$ cat src/rtl/midi_pkg.sv
// Shared types and constants for the MIDI note scheduler: status nibbles,
// parser states, the decoded note message and a one-hot index helper.
package midi_pkg;

  localparam logic [3:0] ST_NOTE_OFF  = 4'h8;
  localparam logic [3:0] ST_NOTE_ON   = 4'h9;
  localparam logic [7:0] REALTIME_MIN = 8'hF8;

  typedef enum logic [1:0] {
    P_IDLE    = 2'd0,
    P_WAIT_D1 = 2'd1,
    P_WAIT_D2 = 2'd2,
    P_IGNORE  = 2'd3
  } parse_st_e;

  typedef struct packed {
    logic       is_on;
    logic [6:0] note;
    logic [6:0] vel;
  } midi_msg_t;

  // Index of the set bit of a one-hot (or zero) vector; zero maps to 0.
  function automatic logic [2:0] onehot_to_idx(input logic [7:0] v);
    logic [2:0] idx;
    idx = 3'd0;
    for (int i = 0; i < 8; i++)
      if (v[i]) idx = idx | 3'(i);
    return idx;
  endfunction

endpackage

$ cat src/rtl/midi_msg_parser.sv
// MIDI byte-stream parser for Note On/Off with running status; emits a
// registered one-cycle message strobe and a parse-error pulse.
module midi_msg_parser
  import midi_pkg::*;
#(
  parameter logic [3:0] CHANNEL = 4'h0,
  parameter bit         OMNI    = 1'b0
) (
  input  logic       CLK,
  input  logic       RESET,
  input  logic       rx_valid_i,
  input  logic [7:0] rx_byte_i,
  output logic       msg_vld_o,
  output midi_msg_t  msg_o,
  output logic       parse_err_o
);

  parse_st_e  st_q;
  logic       rs_on_q;
  logic [6:0] note_q;
  logic       msg_vld_q;
  midi_msg_t  msg_q;
  logic       perr_q;

  logic is_status, is_rt, ch_ok, is_note_st;

  assign is_status  = rx_byte_i[7];
  assign is_rt      = rx_byte_i >= REALTIME_MIN;
  assign ch_ok      = OMNI || (rx_byte_i[3:0] == CHANNEL);
  assign is_note_st = (rx_byte_i[7:4] == ST_NOTE_OFF) || (rx_byte_i[7:4] == ST_NOTE_ON);

  // Running status lives in the state: WAIT_D1/WAIT_D2 imply a valid note
  // status, IGNORE means it was cleared by a foreign status byte.
  always_ff @(posedge CLK) begin
    if (!RESET) begin
      st_q      <= P_IDLE;
      rs_on_q   <= 1'b0;
      note_q    <= 7'd0;
      msg_vld_q <= 1'b0;
      msg_q     <= '0;
      perr_q    <= 1'b0;
    end else begin
      msg_vld_q <= 1'b0;
      perr_q    <= 1'b0;
      if (rx_valid_i && !is_rt) begin
        if (is_status) begin
          if (is_note_st && ch_ok) begin
            rs_on_q <= rx_byte_i[4];
            st_q    <= P_WAIT_D1;
          end else begin
            st_q    <= P_IGNORE;
          end
        end else begin
          case (st_q)
            P_IDLE:    perr_q <= 1'b1;
            P_WAIT_D1: begin
              note_q <= rx_byte_i[6:0];
              st_q   <= P_WAIT_D2;
            end
            P_WAIT_D2: begin
              msg_q     <= '{is_on: rs_on_q && (rx_byte_i[6:0] != 7'd0),
                             note:  note_q,
                             vel:   rx_byte_i[6:0]};
              msg_vld_q <= 1'b1;
              st_q      <= P_WAIT_D1;
            end
            default: ;
          endcase
        end
      end
    end
  end

  assign msg_vld_o   = msg_vld_q;
  assign msg_o       = msg_q;
  assign parse_err_o = perr_q;

endmodule

$ cat src/rtl/midi_voice_sched.sv
// Polyphonic voice allocator: retrigger on matching note, else lowest free
// voice, else round-robin steal. Owns the per-voice gate/note/vel registers.
module midi_voice_sched
  import midi_pkg::*;
#(
  parameter int         NUM_VOICES = 4,
  parameter logic [3:0] CHANNEL    = 4'h0,
  parameter bit         OMNI       = 1'b0
) (
  input  logic                    CLK,
  input  logic                    RESET,
  input  logic                    RX_VALID,
  input  logic [7:0]              RX_BYTE,
  output logic [NUM_VOICES-1:0]   VOICE_GATE,
  output logic [8*NUM_VOICES-1:0] VOICE_NOTE,
  output logic [8*NUM_VOICES-1:0] VOICE_VEL,
  output logic                    EVT_VALID,
  output logic [2:0]              EVT_VOICE,
  output logic                    EVT_STEAL,
  output logic                    PARSE_ERR
);

  localparam int NV = NUM_VOICES;
  localparam logic [NV-1:0] ONE = {{(NV-1){1'b0}}, 1'b1};

  logic      msg_vld;
  midi_msg_t msg;

  midi_msg_parser #(.CHANNEL(CHANNEL), .OMNI(OMNI)) u_parser (
    .CLK         (CLK),
    .RESET       (RESET),
    .rx_valid_i  (RX_VALID),
    .rx_byte_i   (RX_BYTE),
    .msg_vld_o   (msg_vld),
    .msg_o       (msg),
    .parse_err_o (PARSE_ERR)
  );

  logic [NV-1:0]      gate_q;
  logic [NV-1:0][6:0] note_q;
  logic [NV-1:0][6:0] vel_q;
  logic [2:0]         steal_q;
  logic               evt_valid_q, evt_steal_q;
  logic [2:0]         evt_voice_q;

  logic [NV-1:0] match, free, hit_oh, free_oh, steal_oh;
  logic [NV-1:0] ld_d, vel_d, clr_d, evt_d;
  logic          steal_d;

  for (genvar gi = 0; gi < NV; gi++) begin : g_lane
    assign match[gi] = gate_q[gi] && (note_q[gi] == msg.note);
    assign free[gi]  = !gate_q[gi];
    assign VOICE_NOTE[8*gi +: 8] = {1'b0, note_q[gi]};
    assign VOICE_VEL[8*gi +: 8]  = {1'b0, vel_q[gi]};
  end

  // Lowest set bit isolates the priority winner of each request vector.
  assign hit_oh   = match & (~match + ONE);
  assign free_oh  = free & (~free + ONE);
  assign steal_oh = ONE << steal_q;

  always_comb begin
    ld_d    = '0;
    vel_d   = '0;
    clr_d   = '0;
    steal_d = 1'b0;
    if (msg_vld) begin
      if (msg.is_on) begin
        if (|match)     vel_d = hit_oh;
        else if (|free) ld_d  = free_oh;
        else begin
          ld_d    = steal_oh;
          steal_d = 1'b1;
        end
      end else begin
        clr_d = hit_oh;
      end
    end
    evt_d = ld_d | vel_d | clr_d;
  end

  always_ff @(posedge CLK) begin
    if (!RESET) begin
      gate_q      <= '0;
      note_q      <= '0;
      vel_q       <= '0;
      steal_q     <= 3'd0;
      evt_valid_q <= 1'b0;
      evt_voice_q <= 3'd0;
      evt_steal_q <= 1'b0;
    end else begin
      for (int i = 0; i < NV; i++) begin
        if (ld_d[i]) begin
          gate_q[i] <= 1'b1;
          note_q[i] <= msg.note;
          vel_q[i]  <= msg.vel;
        end
        if (vel_d[i]) vel_q[i]  <= msg.vel;
        if (clr_d[i]) gate_q[i] <= 1'b0;
      end
      evt_valid_q <= |evt_d;
      evt_voice_q <= onehot_to_idx(8'(evt_d));
      evt_steal_q <= steal_d;
      if (steal_d)
        steal_q <= (steal_q == 3'(NV-1)) ? 3'd0 : steal_q + 3'd1;
    end
  end

  assign VOICE_GATE = gate_q;
  assign EVT_VALID  = evt_valid_q;
  assign EVT_VOICE  = evt_voice_q;
  assign EVT_STEAL  = evt_steal_q;

endmodule
$ cat config.mk
export PLATFORM = sky130hd
export DESIGN_NAME = midi_voice_sched
export DESIGN_NICKNAME = d
export VERILOG_FILES = /design/src/rtl/midi_pkg.sv /design/src/rtl/midi_msg_parser.sv /design/src/rtl/midi_voice_sched.sv
export SDC_FILE = /design/constraint.sdc
export NUM_CORES = 1
export LEC_CHECK = 0
export CAP_MARGIN = 20
export CELL_PAD_IN_SITES_DETAIL_PLACEMENT = 0
export CELL_PAD_IN_SITES_GLOBAL_PLACEMENT = 1
export CORE_MARGIN = 4
export CORE_UTILIZATION = 36
export CTS_CLUSTER_DIAMETER = 60
export DETAILED_ROUTE_END_ITERATION = 10
export PLACE_DENSITY_LB_ADDON = 0.12
export SLEW_MARGIN = 10
export SYNTH_ARGS = -nofsm -noshare
export SYNTH_HDL_FRONTEND = slang
export SYNTH_HIERARCHICAL = 1
export SYNTH_SLANG_ARGS = --single-unit
$ cat constraint.sdc
create_clock -name CLK -period 2 [get_ports CLK]
set_input_delay 0.4 -clock CLK [delete_from_list [all_inputs] [get_ports CLK]]
set_output_delay 0.4 -clock CLK [all_outputs]
set_load 0.03 [all_outputs]
Yosys cells after proc, flatten, opt, wreduce, memory -nomap -nowiden
Index checks and enable logic that the tools add are counted.
{"block": "totals", "ff_bits": 95, "inputBits": 11, "output_inout_bits": 74, "word_cells": 110}
{"block": "classes", "add_sub_neg": 3, "magnitude_cmp": 1, "eq_ne": 9, "shifts": 1, "muxes": 30, "bitwise_logic": 9, "n_reduce_logical": 33}
{"op": "7-bit two-way mux", "count": 8}
{"op": "4-bit two-way mux", "count": 9}
{"op": "7-bit == test", "count": 4}
{"op": "4-bit OR reduction", "count": 3}
{"op": "3-bit AND reduction", "count": 3}
{"op": "4-bit by 1-bit adder with 4-bit output, second input constant", "count": 2}
{"op": "4-bit bitwise AND", "count": 2}
{"op": "4-bit == test, second input constant", "count": 2}
{"op": "8-bit >= comparator, second input constant", "count": 1}
{"op": "2-bit two-way mux", "count": 4}
{"op": "4-bit inverter", "count": 2}
{"op": "4-bit bitwise OR", "count": 2}
{"op": "2-bit nonzero test", "count": 4}
{"op": "2-bit OR reduction", "count": 4}
{"op": "1-bit logical AND", "count": 7}
{"op": "1-bit two-way mux", "count": 7}
{"op": "7-bit nonzero test", "count": 1}
{"op": "1-bit logical NOT", "count": 5}
{"op": "4-bit logical NOT", "count": 1}
{"op": "2-bit one-hot mux with 2 select lines", "count": 1}
{"op": "1-bit by 3-bit left shift with 4-bit output, first input constant", "count": 1}
{"op": "3-bit by 1-bit adder with 3-bit output, second input constant", "count": 1}
{"op": "3-bit by 2-bit == test with 1-bit output, second input constant", "count": 1}
{"op": "3-bit two-way mux", "count": 1}
{"op": "other kinds (8)", "count": 10}

Logic depth before layout (Yosys ltp)
Gate-level depths: netlist of run 1.
{"block": "logic_depth", "depth_word": 13, "depth_mapped": 10, "mapped_depth_nobuf": 8}

Cells and area by module
Netlist of run 1, hierarchy kept.
{"mod": "midi_voice_sched", "n_inst": 1, "cells_each": 328, "area_per_inst_um2": 3159.3, "seq_area_each_um2": 1341.3}
{"mod": "midi_msg_parser", "n_inst": 1, "cells_each": 113, "area_per_inst_um2": 1134.8, "seq_area_each_um2": 540.5}

Worst setup path after synthesis of run 1
No wires, ideal clock.
{"block": "synth_path", "path_type": "reg2reg", "start": "register note_q, in the netlist VOICE_NOTE[2]", "end": "register gate_q[0] (netlist: VOICE_GATE[0])", "setup_ns": 0.119, "arrival_time_ns": 2.019, "t_required_ns": 1.881, "path_slack_ns": -0.137, "path_stages_with_launch": 9, "n_path_buf": 2, "synth_period_minus_slack_ns": 2.137, "cell_sequence": "dfxtp_1 > xor2_1 > nor4_4 > nand4_4 > and2_4 > buf_6 > and4_4 > buf_6 > o221a_1"}
{"block": "synth_between", "elab_chain_cells": 8, "word_cells_on_any_way": 12, "cone_classes": "add/sub: 1; eq/ne: 1; mux: 5; bitwise: 2; reduce/logical: 3"}
{"element": "from (decl)", "line_no": "midi_voice_sched.sv:40", "source": "logic [NV-1:0][6:0] note_q;"}
{"element": "from (signal, indexed assignment)", "line_no": "midi_voice_sched.sv:95", "source": "note_q[i] <= msg.note;"}
{"element": "7-bit == test *", "line_no": "midi_voice_sched.sv:51", "source": "assign match[gi] = gate_q[gi] && (note_q[gi] == msg.note);"}
{"element": "1-bit logical AND *", "line_no": "midi_voice_sched.sv:51"}
{"element": "4-bit inverter", "line_no": "midi_voice_sched.sv:58", "source": "assign hit_oh = match & (~match + ONE);"}
{"element": "4-bit by 1-bit adder with 4-bit output", "line_no": "midi_voice_sched.sv:58"}
{"element": "4-bit bitwise AND", "line_no": "midi_voice_sched.sv:58"}
{"element": "4-bit two-way mux", "line_no": "midi_voice_sched.sv:68", "source": "if (msg.is_on) begin"}
{"element": "4-bit two-way mux", "line_no": "midi_voice_sched.sv:67", "source": "if (msg_vld) begin"}
{"element": "2-bit OR reduction (no line)"}
{"element": "to (signal assigned)", "line_no": "midi_voice_sched.sv:84", "source": "gate_q <= '0;"}
{"element": "to (signal, indexed assignment)", "line_no": "midi_voice_sched.sv:94", "source": "gate_q[i] <= 1'b1;"}
{"element": "to (signal, indexed assignment)", "line_no": "midi_voice_sched.sv:99", "source": "if (clr_d[i]) gate_q[i] <= 1'b0;"}
{"element": "to (decl)", "line_no": "midi_voice_sched.sv:39", "source": "logic [NV-1:0] gate_q;"}
Every way passes the cells marked *; elsewhere a longest branch is shown, timed or not.
A chain may end at the register's enable or synchronous reset.

Final worst setup path of run 1
{"block": "layout_path", "start": "register u_parser.msg_q, in the netlist u_parser/msg_o[12]", "end": "register vel_q, in the netlist VOICE_VEL[25]"}
{"block": "layout_between", "elab_chain_cells": 9, "word_cells_on_any_way": 20, "cone_classes": "add/sub: 1; eq/ne: 4; mux: 7; bitwise: 2; reduce/logical: 6"}
{"element": "from (decl)", "line_no": "midi_msg_parser.sv:22", "source": "midi_msg_t msg_q;"}
{"element": "from (signal assigned)", "line_no": "midi_msg_parser.sv:61", "source": "msg_q <= '{is_on: rs_on_q && (rx_byte_i[6:0] != 7'd0),"}
{"element": "7-bit == test", "line_no": "midi_voice_sched.sv:51"}
{"element": "1-bit logical AND", "line_no": "midi_voice_sched.sv:51"}
{"element": "4-bit inverter", "line_no": "midi_voice_sched.sv:58"}
{"element": "4-bit by 1-bit adder with 4-bit output", "line_no": "midi_voice_sched.sv:58"}
{"element": "4-bit bitwise AND", "line_no": "midi_voice_sched.sv:58"}
{"element": "4-bit two-way mux", "line_no": "midi_voice_sched.sv:69", "source": "if (|match) vel_d = hit_oh;"}
{"element": "4-bit two-way mux", "line_no": "midi_voice_sched.sv:68"}
{"element": "4-bit two-way mux", "line_no": "midi_voice_sched.sv:67"}
{"element": "7-bit two-way mux / 2-bit nonzero test (equally long branches)"}
{"element": "to (signal, indexed assignment)", "line_no": "midi_voice_sched.sv:96", "source": "vel_q[i] <= msg.vel;"}
{"element": "to (signal, indexed assignment)", "line_no": "midi_voice_sched.sv:98", "source": "if (vel_d[i]) vel_q[i] <= msg.vel;"}
{"element": "to (decl)", "line_no": "midi_voice_sched.sv:41", "source": "logic [NV-1:0][6:0] vel_q;"}
Parallel ways exist; a longest one is shown, timed or not.

==> out/summary.txt, run 1 <==
worst-case clock buffer depth: 2
CP Capture Type: flip-flop
cells after synthesis: 441
final antenna-violating net count: 0
Initial DRC Count: 145
fin crit period: 1.99 ns
DR WL/cell: 15.7 um
count of hold-fix buffers inserted at cts: 0
Worst R2R Setup Slack: 0.01 ns
via count of the routed design: 3,358
die height: 117 um
Final HPWL DP: 7940 um
count of flip-flops with a built-in enable after synthesis: 0
RR Startpoint: u_parser/msg_o[12]$_SDFFE_PN0P_
die area: 13,700 um^2
insertion delay to the later sink of the worst-skew pair: 0.34 ns
Sw Pwr: 852 uW
switching portion of total power: 22.4%
core region area: 11,600 um^2
largest clock skew in the final design: 0.00635 ns
class of the worst hold path: flip-flop to flip-flop
global-route wire length before repair: 17,100 um
leakage component of the power: 2.36 nW
fmax: 0.503 GHz
level count of the clock H-tree: 3
NumNets Final: 556
Comb power frac: 4.0%
type of the setup path with the least slack: flip-flop to flip-flop
wire length reported by the detailed router: 10,800 um
total chip power: 3.80 mW
Die Span X: 117 um
critical-path cell with the highest stage delay: sky130_fd_sc_hd__dfxtp_4
final setup fails: 0
worst-case vdd ir drop: 382 uV
GRT Resource Usage Total: 16.0%
Placement Rows: 39
Max FO, Critical Path: 7
DRC viols: 0
mean number of vias per cell: 4.87
placement-stage worst setup slack: -0.107 ns
crit share post-route: 99.4%
sequential share of the synthesized area: 43.8%
TritonCTS Buffers: 9
run status: completed
power density cells: 653 nW/um^2
TritonCTS clock tree: built
number of distinct library cells after synthesis: 59
area of the mapped netlist: 4290 um^2
starting density of the core: 37.1%
critical path launch point type: flip-flop
max-slew violation count: 0
Final Hold Fails: 0
Worst Hold Path Cells: 2
Avg Inst Size Synth: 9.74 um^2
number of non-filler instances in the completed layout: 689
launch instance of the worst min-delay path: u_parser/note_q[3]$_SDFFE_PN0P_
worst r2r dst: VOICE_VEL[25]$_SDFFE_PN0P_
number of fill cells in the layout: 1,117
clock root cell: sky130_fd_sc_hd__clkbuf_16
Cell Area, Placed: 5350 um^2
final global-route overflow total: 0
final weighted congestion of routability-driven global placement: 0.772
number of detailed-routing iterations run before antenna repair: 4
Max Cap Violations: 0
register share of total power: 49.7%
antenna violations before repair: 0
register bit count reported by yosys: 94
worst path arrival time: 2.26 ns
endpoint required time on the critical path: 2.27 ns
number of buffer cells added on primary ports: 75
post-route worst setup slack: 0.0112 ns
largest stage delay on the critical path: 0.37 ns
number of inserted diodes: 0
Endpoint, Worst Hold: u_parser/msg_o[10]$_SDFFE_PN0P_
fraction of final layout cells with drive strength greater than 1: 19.6%
number of synthesis warnings: 6
dpl cells: 664
Synth async-reset ratio: 0%
predominant post-synthesis flop cell: sky130_fd_sc_hd__dfxtp_1
internal power component: 2.94 mW
cell area after layout: 5820 um^2
setup TNS: 0 ns
worst reg-to-reg path cell count: 8
via count of the first global-routing pass: 3,288
series of cell instances along the critical path: xor2_2 > nor4_4 > nand4_4 > and2_4 > nand4_1 > o21a_1 > buf_12 > mux2i_1
post-CTS clock slew at the launch and capture registers of the worst setup and hold paths: 0.07 ns
RSZ-0062 raised after global routing: true
clock share of power: 46.3%
number of sinks handled by clock tree synthesis: 94
number of I/O pins: 85
maximum number of pins on one net before global-route repair: 44
Area growth, synth to finish: 35.5%
-- area by class of cell --
cell class                 count  area, um^2  area share [%]
multi-input combinational    311        2240            38.5
inverter                       6        22.5           0.387
tap                          143         179            3.08
clock inverter                 6        68.8            1.18
timing repair buffer         119        1160            20.0
sequential                    94        1910            32.8
clock buffer                  10         239            4.11
-- worst max-delay path, delay by kind of cell, from the launching register on --
kind / cells / cell delay (ns)
AOI/OAI and AO/OA: 1 / 0.20
buffers and inverters: 1 / 0.14
DFF: 1 / 0.37
xor gates and xnor gates: 1 / 0.19
muxes: 1 / 0.17
and+or+nand+nor: 4 / 0.85
-- worst max path at each step --
stage | endpoint | start | slack, ns
after global routing | VOICE_VEL[9]$_SDFFE_PN0P_ | u_parser/msg_o[11]$_SDFFE_PN0P_ | -0.13
after global placement | VOICE_VEL[17]$_SDFFE_PN0P_ | u_parser/msg_o[12]$_SDFFE_PN0P_ | -0.04
after floorplan | VOICE_GATE[0]$_SDFFE_PP0P_ | u_parser/msg_o[9]$_SDFFE_PN0P_ | -0.04
after detailed placement | VOICE_VEL[22]$_SDFFE_PN0P_ | u_parser/msg_o[12]$_SDFFE_PN0P_ | -0.11
after CTS | VOICE_VEL[9]$_SDFFE_PN0P_ | u_parser/msg_o[11]$_SDFFE_PN0P_ | 0.006
final | VOICE_VEL[25]$_SDFFE_PN0P_ | u_parser/msg_o[12]$_SDFFE_PN0P_ | 0.01
-- what timing repair did --
| item | 4_1_cts | 5_1_grt |
|---|---|---|
| setup endpoints to repair | 53 | 59 |
| pin swaps | 2 | 11 |
| cloned | 0 | 1 |
| buffers inserted | 0 | 9 |
| gates resized for setup | 7 | 22 |
-- metrics by stage --
stage,util [%],hold slack (ns)
5_1_grt,50.3,0.469
6_report,50.3,0.457
4_1_cts,49.0,0.461
3_5_place_dp,46.2,0.455
2_1_floorplan,-,0.435
3_3_place_gp,46.2,0.447
-- routing by layer --
layer	GRT usage, %	part of all wire, %	vias up
li1	-	-	1673
met1	21.3	47	1593
met2	26.4	48	80
met3	2.72	4.0	12
met4	5.05	1.0	0
met5	0	0	-
-- cell usage after synthesis, types with 2 or more instances --
library cell               instances  area (um^2)
sky130_fd_sc_hd__dfxtp_1          94         1880
sky130_fd_sc_hd__nand2_1          70          263
sky130_fd_sc_hd__mux2i_1          66          661
sky130_fd_sc_hd__nor2_1           44          165
sky130_fd_sc_hd__xnor2_1          16          140
sky130_fd_sc_hd__buf_4            13         97.6
sky130_fd_sc_hd__xor2_1           12          105
sky130_fd_sc_hd__clkbuf_1         10         37.5
sky130_fd_sc_hd__a21boi_2          9          101
sky130_fd_sc_hd__a21oi_1           8         40.0
sky130_fd_sc_hd__buf_2             8         40.0
sky130_fd_sc_hd__nand4_1           7         43.8
sky130_fd_sc_hd__nor2b_1           7         43.8
sky130_fd_sc_hd__buf_6             6         67.6
sky130_fd_sc_hd__inv_1             6         22.5
sky130_fd_sc_hd__a21boi_0          5         37.5
sky130_fd_sc_hd__nand3_1           5         25.0
sky130_fd_sc_hd__o21ai_0           5         25.0
sky130_fd_sc_hd__ha_1              4         50.1
sky130_fd_sc_hd__nand2b_1          3         18.8
sky130_fd_sc_hd__nand3b_1          3         22.5
sky130_fd_sc_hd__o21a_1            2         15.0
sky130_fd_sc_hd__o221a_1           2         22.5
-- layout by cell type (no fill, tap or decap), types with 5 or more instances in the layout --
| cell | count |
|---|---|
| sky130_fd_sc_hd__dfxtp_1 | 81 |
| sky130_fd_sc_hd__clkdlybuf4s50_1 | 72 |
| sky130_fd_sc_hd__nand2_1 | 70 |
| sky130_fd_sc_hd__mux2i_1 | 65 |
| sky130_fd_sc_hd__nor2_1 | 41 |
| sky130_fd_sc_hd__buf_4 | 32 |
| sky130_fd_sc_hd__xnor2_1 | 13 |
| sky130_fd_sc_hd__xor2_1 | 11 |
| sky130_fd_sc_hd__dfxtp_2 | 10 |
| sky130_fd_sc_hd__conb_1 | 9 |
| sky130_fd_sc_hd__clkbuf_16 | 9 |
| sky130_fd_sc_hd__a21boi_2 | 9 |
| sky130_fd_sc_hd__nand4_1 | 7 |
| sky130_fd_sc_hd__a21oi_1 | 7 |
| sky130_fd_sc_hd__nor2b_1 | 7 |
| sky130_fd_sc_hd__inv_1 | 6 |
| sky130_fd_sc_hd__buf_12 | 6 |
| sky130_fd_sc_hd__nand3_1 | 5 |
| sky130_fd_sc_hd__buf_6 | 5 |
| sky130_fd_sc_hd__a21boi_0 | 5 |
-- cells by family (layout without fill, tap and decap cells) --
| family | count (synthesis) | count (layout) | share of synthesized area, % |
|---|---|---|---|
| flops | 94 | 94 | 43.8 |
| buf+inv | 44 | 141 | 6.53 |
| mux | 67 | 67 | 15.6 |
| simple gates | 160 | 160 | 18.6 |
| fa+ha+maj | 4 | 4 | 1.17 |
| other cells | 1 | 9 | 0.0873 |
| compound gates | 43 | 43 | 8.39 |
| xor+xnor | 28 | 28 | 5.71 |
-- state kept, by name, summed over array words and instances (netlist names) --
name / cells
u_parser/st_q: 2
u_parser/note_q: 7
VOICE_GATE: 4
EVT_VALID: 1
u_parser/msg_vld_o: 1
u_parser/parse_err_o: 1
VOICE_VEL: 28
VOICE_NOTE: 28
EVT_VOICE: 2
steal_q: 3
EVT_STEAL: 1
u_parser/rs_on_q: 1
u_parser/msg_o: 15
-- power groups by stage --
stage	sequential, mW	clock (mW)	combinational, mW
after floorplan	1.93	0	0.108
after global placement	1.93	0	0.151
after detailed placement	1.93	0	0.151
after CTS	1.89	1.81	0.152
after global routing	1.89	1.89	0.163
final	1.89	1.76	0.151
Note: power is estimated with default switching activity, not from simulation.
==> run 2, diff against run 1 <==
PLACE_DENSITY = 0.74   (was default)
PLACE_DENSITY_LB_ADDON = default   (was 0.12)
RECOVER_POWER = 25   (was default)
==> run 2 against run 1 <==
Net effect: routed wire length up 1.5%; critical path depth is 2 higher; global-route usage up 0.55 points; combinational power fell by 4%; core utilization increased by 0.45 points; register-to-register slack hardly changed; first-iteration DRC count grew 19%; sequential cell count unchanged; fmax up 0.60%; sequential power hardly changed; total power rose by 4.3%.
==> out/summary.txt, run 2 (synthesized netlist as in run 1, its figures left out) <==
Placement Rows: 39
wire length reported by the detailed router: 10,900 um
final global-route overflow total: 0
max-slew violation count: 0
die area: 13,700 um^2
global-route wire length before repair: 17,600 um
DR WL/cell: 15.7 um
Area growth, synth to finish: 36.7%
RSZ-0062 raised after global routing: true
post-CTS clock slew at the launch and capture registers of the worst setup and hold paths: 0.06 ns
TritonCTS clock tree: built
critical path launch point type: flip-flop
Max Cap Violations: 0
max-slew headroom at the worst pin: 65.9%
CP Capture Type: flip-flop
maximum number of pins on one net before global-route repair: 34
commonest cells after routing, fill and taps aside: 81 x sky130_fd_sc_hd__dfxtp_1, 70 x sky130_fd_sc_hd__nand2_1, 69 x sky130_fd_sc_hd__clkdlybuf4s50_1
Die Span X: 117 um
crit share post-route: 98.8%
worst path arrival time: 2.19 ns
Final Hold Fails: 0
via count of the routed design: 3,350
clock root cell: sky130_fd_sc_hd__clkbuf_16
Worst R2R Setup Slack: 0.02 ns
number of inserted diodes: 0
Max FO, Critical Path: 7
run status: completed
number of non-filler instances in the completed layout: 698
class of the worst hold path: flip-flop to flip-flop
largest clock skew in the final design: 0.00564 ns
number of I/O pins: 85
power density cells: 675 nW/um^2
number of buffer cells added on primary ports: 75
type of the setup path with the least slack: flip-flop to flip-flop
mean number of vias per cell: 4.80
via count of the first global-routing pass: 3,310
insertion delay to the later sink of the worst-skew pair: 0.34 ns
worst-margin pin slew: 0.506 ns
leakage component of the power: 2.42 nW
core region area: 11,600 um^2
area of the multi-input gates: 2200 um^2
endpoint required time on the critical path: 2.22 ns
NumNets Final: 565
worst-case vdd ir drop: 354 uV
fmax: 0.506 GHz
die height: 117 um
starting density of the core: 37.1%
most common cell after layout, fill and taps aside: sky130_fd_sc_hd__dfxtp_1
Initial DRC Count: 172
dpl cells: 671
Final HPWL DP: 8120 um
number of detailed-routing iterations run before antenna repair: 4
number of fill cells in the layout: 1,090
antenna violations before repair: 0
level count of the clock H-tree: 3
Seq. cell area: 1910 um^2
fraction of final layout cells with drive strength greater than 1: 18.9%
DRC viols: 0
count of hold-fix buffers inserted at cts: 0
number of sinks handled by clock tree synthesis: 94
total chip power: 3.96 mW
GRT Resource Usage Total: 16.5%
TritonCTS Buffers: 9
fin crit period: 1.98 ns
final weighted congestion of routability-driven global placement: 0.848
worst-case clock buffer depth: 2
final setup fails: 0
final antenna-violating net count: 0
-- run 2: cell count changes in the layout (fill, tap and decap cells not counted), sizes merged, moves of 2 or more --
| cell | before | now |
|---|---|---|
| buf | 45 | 53 |
| bufinv | 1 | 3 |
| clkbuf | 10 | 13 |
| clkdlybuf4s50 | 72 | 69 |
| clkinv | 3 | 1 |
| dlygate4sd3 | 0 | 3 |
-- run 2: cell type report --
type	count	share of cell area [%]
inverters	6	0.384
clock buffers	12	4.03
repair buffers	128	21.0
well taps	143	3.05
multi-input cells	311	37.4
clock inverters	4	1.62
flip-flops and latches	94	32.5
-- run 2: per-stage QoR --
stage               hold WS, ns  setup TNS (ns)  utilization, %  worst slack, ns  instance area (um^2)
CTS                       0.461        -0.00247            49.9         -0.00247                  5770
finish                    0.458               0            50.8           0.0231                  5870
global placement          0.453          -0.892            46.8          -0.0971                  5410
detailed placement        0.453           -2.72            46.8           -0.167                  5410
floorplan                 0.435          -0.317               -          -0.0388                  4350
global route              0.481           -1.66            50.8           -0.103                  5870
-- run 2: repair_timing --
action,in CTS,in global routing
setup endpoints to repair,52,62
setup buffers,1,8
pin swaps,1,17
cloned,0,2
resized for setup,6,24
-- run 2: final timing paths --
kind | startpoint | endpoint | cells past startpoint
worst min register to register | VOICE_VEL[28]$_SDFFE_PN0P_ | VOICE_VEL[28]$_SDFFE_PN0P_ | 2
worst max-delay path | u_parser/msg_o[12]$_SDFFE_PN0P_ | VOICE_VEL[8]$_SDFFE_PN0P_ | 10
worst max register to register | u_parser/msg_o[12]$_SDFFE_PN0P_ | VOICE_VEL[8]$_SDFFE_PN0P_ | 10
worst min-delay path | VOICE_VEL[28]$_SDFFE_PN0P_ | VOICE_VEL[28]$_SDFFE_PN0P_ | 2
-- run 2: critical path: stages (launching register included) --
cell,delay [ns]
sky130_fd_sc_hd__dfxtp_4,0.37
sky130_fd_sc_hd__buf_4,0.15
sky130_fd_sc_hd__xnor2_1,0.12
sky130_fd_sc_hd__nand4_1,0.13
sky130_fd_sc_hd__nor2_1,0.09
sky130_fd_sc_hd__buf_4,0.14
sky130_fd_sc_hd__buf_4,0.14
sky130_fd_sc_hd__o32ai_4,0.29
sky130_fd_sc_hd__buf_12,0.17
sky130_fd_sc_hd__mux2i_2,0.20
sky130_fd_sc_hd__nor2_1,0.05
-- run 2: where the power goes --
| part | total (mW) | leakage [nW] | internal (mW) | switching [mW] |
|---|---|---|---|---|
| Combinational | 0.145 | 1.50 | 0.0538 | 0.0910 |
| Sequential | 1.89 | 0.765 | 1.88 | 0.00891 |
| Clock | 1.93 | 0.161 | 1.22 | 0.707 |
-- run 2: routing by layer --
metal	routed length [um]	global-route usage, %
met3	324	2.62
met1	5240	22.7
met5	0	0
met2	5190	25.9
met4	187	6.73
==> run 3, diff against run 2 <==
CAP_MARGIN = default   (was 20)
SLEW_MARGIN = default   (was 10)
==> results of run 3 <==
The final DEF is identical to that of run 2; final timing and power are the same.
